**src/rtl/lc2k_regfile_sb.sv**
```systemverilog
// LC2K register file with per-register pending (scoreboard) bits.
// Two combinational read ports, one write port with write-through bypass.
module lc2k_regfile_sb #(
  parameter int DATA_W   = 32,
  parameter int NUM_REGS = 8,
  parameter int ADDR_W   = 3,
  parameter int ZERO_REG = 1
) (
  input  logic                clk,
  input  logic                reset,
  input  logic [ADDR_W-1:0]   rd_addr_a,
  input  logic [ADDR_W-1:0]   rd_addr_b,
  output logic [DATA_W-1:0]   rd_data_a,
  output logic [DATA_W-1:0]   rd_data_b,
  output logic                hazard_a,
  output logic                hazard_b,
  input  logic                wr_en,
  input  logic [ADDR_W-1:0]   wr_addr,
  input  logic [DATA_W-1:0]   wr_data,
  input  logic                issue_en,
  input  logic [ADDR_W-1:0]   issue_dest,
  output logic [NUM_REGS-1:0] pend_vec,
  output logic [ADDR_W:0]     pend_cnt
);

  logic [DATA_W-1:0]   regs_q [NUM_REGS];
  logic [NUM_REGS-1:0] pend_q, pend_d;
  logic [ADDR_W:0]     cnt_q, cnt_d;
  logic                we_v, is_v, byp_en;

  // An address is usable if in range and not the hardwired zero register.
  function automatic logic addr_ok(input logic [ADDR_W-1:0] a);
    addr_ok = (int'(a) < NUM_REGS) && !((ZERO_REG != 0) && (a == '0));
  endfunction

  assign we_v   = wr_en && addr_ok(wr_addr);
  assign is_v   = issue_en && addr_ok(issue_dest);
  // Bypass is suppressed during reset so reads show the cleared state.
  assign byp_en = wr_en && !reset;

  // Next pending bits: writeback clears, issue sets; issue wins on collision.
  always_comb begin
    pend_d = pend_q;
    if (we_v) pend_d[wr_addr] = 1'b0;
    if (is_v) pend_d[issue_dest] = 1'b1;
    cnt_d = '0;
    for (int i = 0; i < NUM_REGS; i++)
      cnt_d = cnt_d + (ADDR_W+1)'(pend_d[i]);
  end

  // Scoreboard state and its population count.
  always_ff @(posedge clk or posedge reset) begin
    if (reset) begin
      pend_q <= '0;
      cnt_q  <= '0;
    end else begin
      pend_q <= pend_d;
      cnt_q  <= cnt_d;
    end
  end

  // Register array write.
  always_ff @(posedge clk or posedge reset) begin
    if (reset) begin
      for (int i = 0; i < NUM_REGS; i++)
        regs_q[i] <= '0;
    end else if (we_v) begin
      regs_q[wr_addr] <= wr_data;
    end
  end

  // Read port A with write-through bypass.
  always_comb begin
    rd_data_a = '0;
    hazard_a  = 1'b0;
    if (addr_ok(rd_addr_a)) begin
      if (byp_en && (wr_addr == rd_addr_a)) begin
        rd_data_a = wr_data;
      end else begin
        rd_data_a = regs_q[rd_addr_a];
        hazard_a  = pend_q[rd_addr_a];
      end
    end
  end

  // Read port B with write-through bypass.
  always_comb begin
    rd_data_b = '0;
    hazard_b  = 1'b0;
    if (addr_ok(rd_addr_b)) begin
      if (byp_en && (wr_addr == rd_addr_b)) begin
        rd_data_b = wr_data;
      end else begin
        rd_data_b = regs_q[rd_addr_b];
        hazard_b  = pend_q[rd_addr_b];
      end
    end
  end

  assign pend_vec = pend_q;
  assign pend_cnt = cnt_q;

endmodule

```
**config.mk**
```make
export PLATFORM = sky130hd
export DESIGN_NAME = lc2k_regfile_sb
export DESIGN_NICKNAME = d
export VERILOG_FILES = /design/src/rtl/lc2k_regfile_sb.sv
export SDC_FILE = /design/constraint.sdc
export NUM_CORES = 1
export LEC_CHECK = 0
export BUFFER_PORTS_ARGS = -buffer_cell sky130_fd_sc_hd__buf_2
export CAP_MARGIN = 15
export CORE_UTILIZATION = 60
export CTS_CLUSTER_SIZE = 28
export DETAILED_ROUTE_END_ITERATION = 10
export PLACE_DENSITY = 0.81
export SLEW_MARGIN = 20
export SYNTH_ARGS = -nofsm -noshare
export SYNTH_HDL_FRONTEND = slang
export SYNTH_SLANG_ARGS = --single-unit
export TNS_END_PERCENT = 30
```
**constraint.sdc**
```tcl
create_clock -name clk -period 9.2 [get_ports clk]
set_clock_uncertainty 0.05 [all_clocks]
set_input_delay 0.92 -clock clk [delete_from_list [all_inputs] [get_ports clk]]
set_output_delay 0.92 -clock clk [all_outputs]
set_load 0.05 [all_outputs]
```
==> flow_metrics.tcl <==
set metrics [dict create \
    setup-violations-final 0 \
    rsz0062_at_grt "false" \
    ctsHoldBuffers 0 \
    htreeDepth 1 \
    row_count 53 \
    drt_iter0_drc 1365 \
    dp.cells 1443 \
    numCtsBuffers 26 \
    cp_slowest_cell "buf_4" \
    worstPathMaxFanout 55 \
    cp-end-kind "output port" \
    start_kind "input port" \
    slew_viol_final 0 \
    synthArstFlopShare 1.00 \
    dpl.hpwl_um 21200 \
    cts_setup_buffers 0 \
    layout.cells.non_filler 1494 \
    syn-cell-area_mm2 0.0130 \
    final.min_clock_period_ps 5080 \
    synth_warnings 0 \
    hold_viol 0 \
    areaGrowthSynthToFinish_pct 12.5 \
    vdd_drop_max_mv 0.206 \
    port-buffer-count 125 \
    multi_input_area_mm2 0.00653 \
    timing.final.crit_share 0.552 \
    ioPinCount 126 \
    ant_nets 0 \
    min_path_type "flop to flop" \
    cp_data_required_time_ps 8230 \
    overflow 0 \
    num_vias 10800 \
    final_nets 1251 \
    core_mm2 0.0211 \
    wl_per_cell_um 25.9 \
    yosys_register_bits 236 \
    root_buffer "clkbuf_16" \
    ys.flop_type "dfrtp_1" \
    critPathBufInv 4 \
    fillCellCount 1522 \
    finalSetupTns_ps 0 \
    synthesis.nets 1178 \
    fin_hold_ws_ps 356 \
    yosysSeqAreaShare 0.455 \
    powerDensity_mw_per_mm2 248 \
    outcome "completed" \
    syn_area_per_cell_um2 11.6 \
    antenna_found_initial 2 \
    path_cells "buf_2 -> buf_4 -> or2_2 -> nor2_1 -> a21oi_4 -> buf_4 -> a32o_1 -> buf_2" \
    drv_cap 0 \
    initial_utilization 0.615 \
    worstMarginPinSlew_ps 994 \
    die_h_um 149 \
    drc 0 \
    cts_resized 0 \
    relSlewSlack 0.335 \
    cts_sinks 236 \
    clkLatencyLatePin_ps 530 \
    grt_pass1_vias 10300 \
    gp_congestion 0.833 \
    clockBufferDepth 3 \
    via_per_inst 7.20 \
    synth_edf_count 0 \
    arrival_ps 4110 \
    max_freq_mhz 197 \
    layout-drive-gt1-share 0.353 \
    cts_tree "done" \
    crit_family "buffers and inverters" \
    p_total_mw 3.61 \
    slowest_delay_ps 650 \
    track_usage 0.347 \
    synthesis.instances 1123 \
    clk_pin_slew_worst_paths_ps 60 \
    seqCellArea_mm2 0.00591 \
    die-area_mm2 0.0222 \
    synth_cell_type_count 51 \
    postPlaceCellArea_mm2 0.0137 \
    grt_first_pass_wirelength_um 59300 \
    crit_type "input port to output port" \
    final_area_mm2 0.0146 \
    routed_wl_um 38700 \
    grt_max_degree 157 \
    chipWidth_um 149 \
    drtPass1Iterations 8 \
    leakage_nw 6.27 \
]
## area by class of cell
| type | instances | area share |
|---|---|---|
| clock buffer | 38 | 0.0519 |
| multi-input combinational | 765 | 0.447 |
| antenna | 3 | 0.000515 |
| inverter | 17 | 0.00523 |
| tap | 275 | 0.0236 |
| clock inverter | 10 | 0.00892 |
| sequential | 236 | 0.405 |
| timing repair buffer | 150 | 0.0577 |
## cells in the final DEF (no fill, tap or decap), types with 14 or more instances in the layout
cell type	count
a21oi_1	55
a32o_1	63
buf_2	123
buf_4	25
clkbuf_16	27
dfrtp_1	236
inv_1	15
mux2_2	223
mux2i_1	64
nand2_1	25
nor2_1	56
o21a_1	14
o21ai_0	36
o21bai_1	19
o22a_1	36
o22ai_1	83
o32ai_1	20
## cell usage after synthesis, drive strengths merged, types with 3 or more instances
cell type / instances / area, µm²
a211oi: 3 / 22.5
a21oi: 57 / 285
a32o: 63 / 631
and2: 3 / 18.8
buf: 71 / 397
clkbuf: 34 / 128
dfrtp: 236 / 5910
fa: 4 / 80.1
ha: 3 / 37.5
inv: 17 / 63.8
mux2: 225 / 2530
mux2i: 64 / 641
mux4: 4 / 90.1
nand2: 25 / 93.8
nand2b: 3 / 18.8
nand3: 7 / 35.0
nand4: 4 / 25.0
nor2: 56 / 210
nor2b: 5 / 31.3
o211ai: 4 / 30.0
o21a: 14 / 105
o21ai: 36 / 180
o21bai: 19 / 143
o22a: 36 / 315
o22ai: 84 / 539
o32a: 3 / 30.0
o32ai: 20 / 175
xnor2: 6 / 52.6
## power breakdown
group | total (mW) | switching [mW] | leakage (nW) | internal (mW)
combinational | 1.06 | 0.627 | 3.00 | 0.438
sequential | 1.47 | 0.194 | 2.83 | 1.27
clock | 1.08 | 0.427 | 0.432 | 0.654
total | 3.61 | 1.25 | 6.27 | 2.36
## routing by layer
metal	share of wire	wire length (µm)	vias up	global-route usage
met1	0.41	15800	5381	0.489
met4	0.034	1310	0	0.135
met5	0	0	-	0
li1	-	-	4479	-
met3	0.10	3880	131	0.0664
met2	0.46	17700	760	0.531
## worst paths after layout
check                      slack (ps)            end    startpoint  cells after the start
setup / recovery                 4120  rd_data_b[29]  rd_addr_b[0]                      8
hold / removal                    360    pend_vec[0]   pend_vec[0]                      0
setup reg to reg                 6050    pend_cnt[2]   pend_vec[1]                     10
hold reg to reg                   360    pend_vec[0]   pend_vec[0]                      0
max in group asynchronous        7300     regs_q[65]         reset                      3
min in group asynchronous         530    regs_q[210]         reset                      2
## per-stage QoR
step	setup slack, ps	util
after global placement	4300	0.648
after global routing	4090	0.692
after detailed placement	4250	0.649
final	4120	0.692
after CTS	4260	0.691
after floorplan	1760	-
## state kept, by name (all words and copies together) (netlist names)
signal,flops
pend_cnt,4
pend_vec,8
regs_q,224
## kinds of logic (layout without fill, tap and decap cells)
| kind of cell | Yosys count | after routing | share of synthesized area |
|---|---|---|---|
| DFF | 236 | 236 | 0.455 |
| other | 0 | 3 | 0 |
| AOI/OAI and AO/OA | 345 | 345 | 0.194 |
| muxes | 293 | 293 | 0.252 |
| buffers and inverters | 122 | 215 | 0.0453 |
| and+or+nand+nor | 113 | 113 | 0.0403 |
| xor gates and xnor gates | 7 | 7 | 0.00473 |
| adders and majority gates | 7 | 7 | 0.00907 |
(Power assumes the default switching activity.)
